File: src/rtl/ss_pkg.sv
// Shared types and helpers for the save-state slot controller.
package ss_pkg;

    localparam int unsigned MAX_SLOTS = 16;
    localparam int unsigned SLOT_W    = 4;

    typedef enum logic [1:0] {IDLE, ISSUE, WAIT_BUSY, WAIT_DONE} ss_state_t;
    typedef enum logic {SS_SAVE, SS_LOAD} ss_kind_t;

    typedef struct packed {
        ss_kind_t              kind;
        logic [SLOT_W-1:0]     slot;
    } ss_req_t;

    // Index of the lowest set bit; zero when no bit is set.
    function automatic logic [SLOT_W-1:0] lowest_set(input logic [MAX_SLOTS-1:0] v);
        logic [SLOT_W-1:0] idx;
        logic              found;
        idx   = '0;
        found = 1'b0;
        for (int unsigned i = 0; i < MAX_SLOTS; i++) begin
            if (v[i] && !found) begin
                idx   = SLOT_W'(i);
                found = 1'b1;
            end
        end
        return idx;
    endfunction

endpackage

File: src/rtl/ss_req_decode.sv
// Rising-edge detection on the OSD slot bits, lowest-slot priority encode and
// save/load conflict detection; outputs one registered request strobe.
module ss_req_decode
    import ss_pkg::*;
#(
    parameter int unsigned NUM_SLOTS = 4
) (
    input  logic                 clk,
    input  logic                 reset,
    input  logic [NUM_SLOTS-1:0] save_bits,
    input  logic [NUM_SLOTS-1:0] load_bits,
    output logic                 req_valid,
    output ss_req_t              req,
    output logic                 conflict
);

    logic [NUM_SLOTS-1:0] save_prev;
    logic [NUM_SLOTS-1:0] load_prev;
    logic [NUM_SLOTS-1:0] save_rise;
    logic [NUM_SLOTS-1:0] load_rise;
    logic [MAX_SLOTS-1:0] any_rise;
    logic                 primed;
    logic                 both;

    // The first cycle after reset only samples the levels, so a level held
    // across reset is not mistaken for a fresh edge.
    always_comb begin
        save_rise = primed ? (save_bits & ~save_prev) : '0;
        load_rise = primed ? (load_bits & ~load_prev) : '0;
        any_rise  = '0;
        any_rise[NUM_SLOTS-1:0] = save_rise | load_rise;
        both      = (|save_rise) && (|load_rise);
    end

    always_ff @(posedge clk) begin
        if (reset) begin
            save_prev <= '0;
            load_prev <= '0;
            primed    <= 1'b0;
            req_valid <= 1'b0;
            req       <= '0;
            conflict  <= 1'b0;
        end else begin
            save_prev <= save_bits;
            load_prev <= load_bits;
            primed    <= 1'b1;
            conflict  <= both;
            req_valid <= (|any_rise) && !both;
            req.kind  <= (|save_rise) ? SS_SAVE : SS_LOAD;
            req.slot  <= lowest_set(any_rise);
        end
    end

endmodule

File: src/rtl/ss_slot_ctrl.sv
// Save-state slot controller: turns OSD slot edges into one-cycle save/restore
// commands, tracks the core busy handshake, slot validity and timeouts.
module ss_slot_ctrl
    import ss_pkg::*;
#(
    parameter int unsigned NUM_SLOTS        = 4,
    parameter int unsigned IDX_W            = $clog2(NUM_SLOTS),
    parameter logic [23:0] TIMEOUT          = 24'd8_000_000,
    parameter bit          ALLOW_EMPTY_LOAD = 1'b0
) (
    input  logic                 clk,
    input  logic                 reset,
    input  logic [NUM_SLOTS-1:0] save_bits,
    input  logic [NUM_SLOTS-1:0] load_bits,
    input  logic                 ss_busy,
    output logic [IDX_W-1:0]     ss_index,
    output logic                 ss_do_save,
    output logic                 ss_do_restore,
    output logic                 active,
    output logic [NUM_SLOTS-1:0] slot_valid,
    output logic                 reject,
    output logic                 timeout
);

    localparam int unsigned      CNT_W    = $clog2(TIMEOUT) + 1;
    localparam logic [CNT_W-1:0] CNT_LAST = CNT_W'(TIMEOUT - 24'd1);

    ss_state_t        state, state_next;
    ss_kind_t         cur_kind;
    logic [IDX_W-1:0] idx_r;
    logic             pend_valid;
    ss_req_t          pend;
    logic [CNT_W-1:0] cnt;

    logic             dec_valid;
    ss_req_t          dec_req;
    logic             dec_conflict;

    logic             empty_load;
    logic             accept;
    logic             take_pend;
    logic             take_new;
    logic             store_new;
    logic             overflow;
    logic             cnt_clear;
    logic             mark_valid;
    logic             unused_slot_hi;

    ss_req_decode #(
        .NUM_SLOTS(NUM_SLOTS)
    ) u_decode (
        .clk       (clk),
        .reset     (reset),
        .save_bits (save_bits),
        .load_bits (load_bits),
        .req_valid (dec_valid),
        .req       (dec_req),
        .conflict  (dec_conflict)
    );

    // Slot index bits above IDX_W are always zero when NUM_SLOTS < 16.
    assign unused_slot_hi = ^pend.slot;
    assign ss_index       = idx_r;

    always_comb begin
        empty_load = dec_valid && (dec_req.kind == SS_LOAD)
                     && !slot_valid[dec_req.slot[IDX_W-1:0]] && !ALLOW_EMPTY_LOAD;
        accept     = dec_valid && !empty_load;

        state_next    = state;
        take_pend     = 1'b0;
        take_new      = 1'b0;
        store_new     = 1'b0;
        overflow      = 1'b0;
        cnt_clear     = 1'b0;
        mark_valid    = 1'b0;
        timeout       = 1'b0;
        ss_do_save    = 1'b0;
        ss_do_restore = 1'b0;
        active        = 1'b0;

        case (state)
            IDLE: begin
                // A queued request wins; a same-cycle new one refills the queue.
                if (pend_valid) begin
                    take_pend  = 1'b1;
                    store_new  = accept;
                    state_next = ISSUE;
                end else if (accept) begin
                    take_new   = 1'b1;
                    state_next = ISSUE;
                end
            end
            ISSUE: begin
                active        = 1'b1;
                ss_do_save    = (cur_kind == SS_SAVE);
                ss_do_restore = (cur_kind == SS_LOAD);
                cnt_clear     = 1'b1;
                state_next    = WAIT_BUSY;
            end
            WAIT_BUSY: begin
                active = 1'b1;
                if (ss_busy) begin
                    cnt_clear  = 1'b1;
                    state_next = WAIT_DONE;
                end else if (cnt == CNT_LAST) begin
                    timeout    = 1'b1;
                    state_next = IDLE;
                end
            end
            WAIT_DONE: begin
                active = 1'b1;
                if (!ss_busy) begin
                    mark_valid = (cur_kind == SS_SAVE);
                    state_next = IDLE;
                end else if (cnt == CNT_LAST) begin
                    timeout    = 1'b1;
                    state_next = IDLE;
                end
            end
            default: state_next = IDLE;
        endcase

        if (state != IDLE && accept) begin
            if (pend_valid) overflow  = 1'b1;
            else            store_new = 1'b1;
        end

        reject = dec_conflict | empty_load | overflow;
    end

    always_ff @(posedge clk) begin
        if (reset) begin
            state      <= IDLE;
            cur_kind   <= SS_SAVE;
            idx_r      <= '0;
            pend_valid <= 1'b0;
            pend       <= '0;
            cnt        <= '0;
            slot_valid <= '0;
        end else begin
            state <= state_next;

            if (take_pend) begin
                cur_kind <= pend.kind;
                idx_r    <= pend.slot[IDX_W-1:0];
            end else if (take_new) begin
                cur_kind <= dec_req.kind;
                idx_r    <= dec_req.slot[IDX_W-1:0];
            end

            if (store_new) begin
                pend_valid <= 1'b1;
                pend       <= dec_req;
            end else if (take_pend) begin
                pend_valid <= 1'b0;
            end

            if (cnt_clear)     cnt <= '0;
            else if (cnt != '1) cnt <= cnt + CNT_W'(1);

            if (mark_valid) slot_valid[idx_r] <= 1'b1;
        end
    end

endmodule

File: config.mk
export PLATFORM = sky130hd
export DESIGN_NAME = ss_slot_ctrl
export DESIGN_NICKNAME = d
export VERILOG_FILES = /design/src/rtl/ss_pkg.sv /design/src/rtl/ss_req_decode.sv /design/src/rtl/ss_slot_ctrl.sv
export SDC_FILE = /design/constraint.sdc
export NUM_CORES = 1
export LEC_CHECK = 0
export BUFFER_PORTS_ARGS = -buffer_cell sky130_fd_sc_hd__buf_4
export CORE_ASPECT_RATIO = 1.2
export CORE_MARGIN = 2
export CORE_UTILIZATION = 58
export CTS_CLUSTER_SIZE = 25
export DETAILED_ROUTE_END_ITERATION = 8
export MAX_ROUTING_LAYER = met4
export PLACE_DENSITY_LB_ADDON = 0.25
export SYNTH_ARGS = -nofsm -noshare
export SYNTH_HDL_FRONTEND = slang
export SYNTH_SLANG_ARGS = --single-unit
export TNS_END_PERCENT = 100
File: constraint.sdc
create_clock -name clk -period 2.3 [get_ports clk]
set_input_delay 0.46 -clock clk [delete_from_list [all_inputs] [get_ports clk]]
set_output_delay 0.46 -clock clk [all_outputs]
set_load 0.03 [all_outputs]
==> results.yml <==
sta:
  finalClockSkew_ns: 0.0102
  tightest_slew_ns: 0.594
  setup_viol: 0
  period_minus_slack_ns: 2.15
  hold_viol: 0
  setup_tns_ns: 0
  slew_headroom: 0.604
  max_freq_ghz: 0.464
  timing.final.ws_setup_ns: 0.145
  fin_crit_sh: 0.937
  rsz0062_at_grt: "no"
  slew_viol_final: 0
global_routing:
  grt_pass1_wl_mm: 8.76
  grt.total_usage: 0.239
  grt_start_max_net_pins: 26
  use_met3: 0.0443
  grt.met1_usage: 0.265
  grt_busiest_layer: "met2"
  antenna_found_initial: 0
  overflow: 0
  gr-usage-met2: 0.437
  grt_pass1_vias: 2008
pwr:
  p_sw_mw: 0.664
  pwr-share-comb: 0.236
  p_seq_frac: 0.468
  leakagePower_nw: 1.14
  internal-power_mw: 1.48
  power_density_mw_per_mm2: 753
  switching_share: 0.310
  vdd_drop_max_uv: 422
  clkPwrFrac: 0.296
  power.total_mw: 2.14
die:
  rows: 25
  io_pins: 22
  fp.dieH_um: 75.4
  fp.coreArea_mm2: 0.00400
  start_util: 0.615
  die_w_um: 63.5
  die_area_mm2: 0.00478
critical_path:
  slowest_delay_ns: 0.41
  crit_fanout: 5
  cp_cell_sequence: "and4_1 -> nand4_1 -> nor4_1 -> buf_4"
  reg2reg_depth: 6
  worst_path_max_delay_cell: "dfxtp_1"
  r2r_slack_ns: 0.20
  rr_endpoint: "cnt[1]"
  r2r_start: "cnt[0]"
  critPathLaunchType: "flip-flop"
  crit_type: "reg2out"
  worstPathArrival_ns: 1.69
  critPathRequiredTime_ns: 1.84
  worstSetupEndpointType: "output port"
hold_path:
  min_from: "save_bits[1]"
  hold_path_depth: 2
  worstHoldEndpoint: "u_decode.save_prev[1]"
  hp-class: "in2reg"
drt:
  drt-total-wl_mm: 5.09
  wl_per_cell_um: 14.2
  ant_nets: 0
  remaining_drc_errors: 0
  drt_pre_antenna_iters: 4
  drt_iter0_markers: 132
  vias: 2067
  vias_per_cell: 5.77
yosys:
  synth_edf_count: 0
  async_flop_share: 0
  syn_nets: 291
  yosys.cell_types.count: 49
  synth_seq_cells: 51
  synth_top_area_cell: "dfxtp_1"
  synthTopCellsByArea: "dfxtp_1 (41%), nor2_1 (5.2%), nor2b_1 (4.3%), nand2_1 (3.4%), mux2i_1 (3.3%)"
  ys.flop_type: "dfxtp_1"
  synth_top_area_share: 0.415
  yosysWarnings: 0
  netlist_instances: 274
  synth-seq-area-share: 0.415
  syn_area_per_cell_um2: 8.99
  syn_area_mm2: 0.00246
clocking:
  clkTransAtPathRegs_ns: 0.10
  clk_latency_ns: 0.31
  cts_tree: "yes"
  clock_path_buffers: 2
  postCtsResizedCells: 0
  cts-root-buf: "clkbuf_8"
  cts.sinks: 51
  cts_setup_buffers: 0
  htree_levels: 2
  cts-buffers-inserted: 5
  cts.hold.buffers_added: 0
placement:
  place_ws_ns: 0.0993
  gp_congestion: 0.878
  io_buffers: 21
  dp_hpwl_mm: 3.75
  dp.cells: 350
cells_and_area:
  fin_nets: 320
  antenna_cells: 0
  syn_to_final_growth_pct: 15.4
  final_cells: 358
  final_cell_mix: "dfxtp_1 (51), nor2_1 (34), buf_4 (31)"
  final_common_cell: "dfxtp_1"
  drive_gt1_frac: 0.164
job:
  max-cap-violations: 0
status:
  status: "finished clean"
==> worst max path at each step <==
stage / from / endpoint / slack, ns / depth (start not counted)
6_report: cnt[19] / timeout / 0.15 / 4
5_1_grt: cnt[12] / timeout / 0.03 / 4
4_1_cts: cnt[0] / cnt[1] / 0.07 / 6
3_5_place_dp: cnt[0] / cnt[1] / 0.1 / 6
3_3_place_gp: cnt[0] / cnt[1] / 0.16 / 6
2_1_floorplan: cnt[15] / timeout / 0.07 / 4
==> layer usage <==
layer  routed length, µm  part of all wire  vias up
li1                    -                 -     1040
met1                2110              0.42      970
met2                2700              0.53       52
met3                 200             0.039        5
met4                  69             0.014        0
met5                   0                 0        -
==> cell type report <==
cell class / count / area, µm²
clock inverter: 3 / 46.3
fill: 339 / 1160
tap: 54 / 67.6
multi-input combinational: 205 / 1370
timing repair buffer: 31 / 233
sequential: 51 / 1020
clock buffer: 5 / 68.8
inverter: 9 / 33.8
==> sequential cells by signal (all words and copies together), names as in the netlist, 2 cells and up <==
| signal | cells |
|---|---|
| cnt | 24 |
| slot_valid | 4 |
| u_decode.load_prev | 4 |
| u_decode.save_prev | 4 |
| pend | 3 |
| u_decode.req | 3 |
| ss_index | 2 |
| state | 2 |
==> power groups by stage <==
stage	Combinational [mW]	Clock [mW]	Sequential (mW)
final	0.504	0.634	1.00
after detailed placement	0.499	0	1.02
after global routing	0.562	0.681	1.01
after global placement	0.486	0	1.02
after CTS	0.505	0.647	1.00
after floorplan	0.341	0	1.02
==> cells in the mapped netlist (2+ instances only) <==
master	number
dfxtp_1	51
nor2_1	34
nand2_1	22
nor2b_1	17
inv_1	9
mux2i_1	8
nand3_1	8
xor2_1	8
a21oi_1	7
clkbuf_1	7
nor3_1	7
and2_1	6
ha_1	6
xnor2_1	6
a211oi_1	5
a21o_1	5
nand4_1	5
o21ai_0	5
a31oi_1	4
o211ai_1	4
o21ai_1	4
or4_1	4
and4_1	3
nor3b_1	3
nor4_1	3
o22ai_1	3
a311oi_1	2
a41oi_1	2
and3_1	2
nand2b_1	2
o311ai_2	2
o31ai_1	2
o41ai_1	2
==> critical path: cells and delay by family, from the launching register on <==
family	cells	cell delay (ns)
buffers and inverters	1	0.22
DFF	1	0.41
and+or+nand+nor	3	0.76
==> stage by stage <==
stage                util  hold WS, ns  area, µm²
floorplan               -        0.437       2460
global placement    0.680        0.449       2720
detailed placement  0.680        0.473       2720
CTS                 0.709        0.355       2840
global route        0.710        0.362       2840
finish              0.710        0.361       2840
==> cell families (layout without fill, tap and decap cells) <==
kind of cell | count (synthesis) | after routing | synth area share
buffers and inverters | 18 | 48 | 0.0295
AND/OR/NAND/NOR | 124 | 124 | 0.279
flip-flops | 51 | 51 | 0.415
adder cells (fa/ha/maj) | 7 | 7 | 0.0346
multiplexers | 9 | 9 | 0.0417
XOR/XNOR | 14 | 14 | 0.0498
AO/OA/AOI/OAI | 51 | 51 | 0.150
No activity file was read; power rests on OpenSTA's default activity.
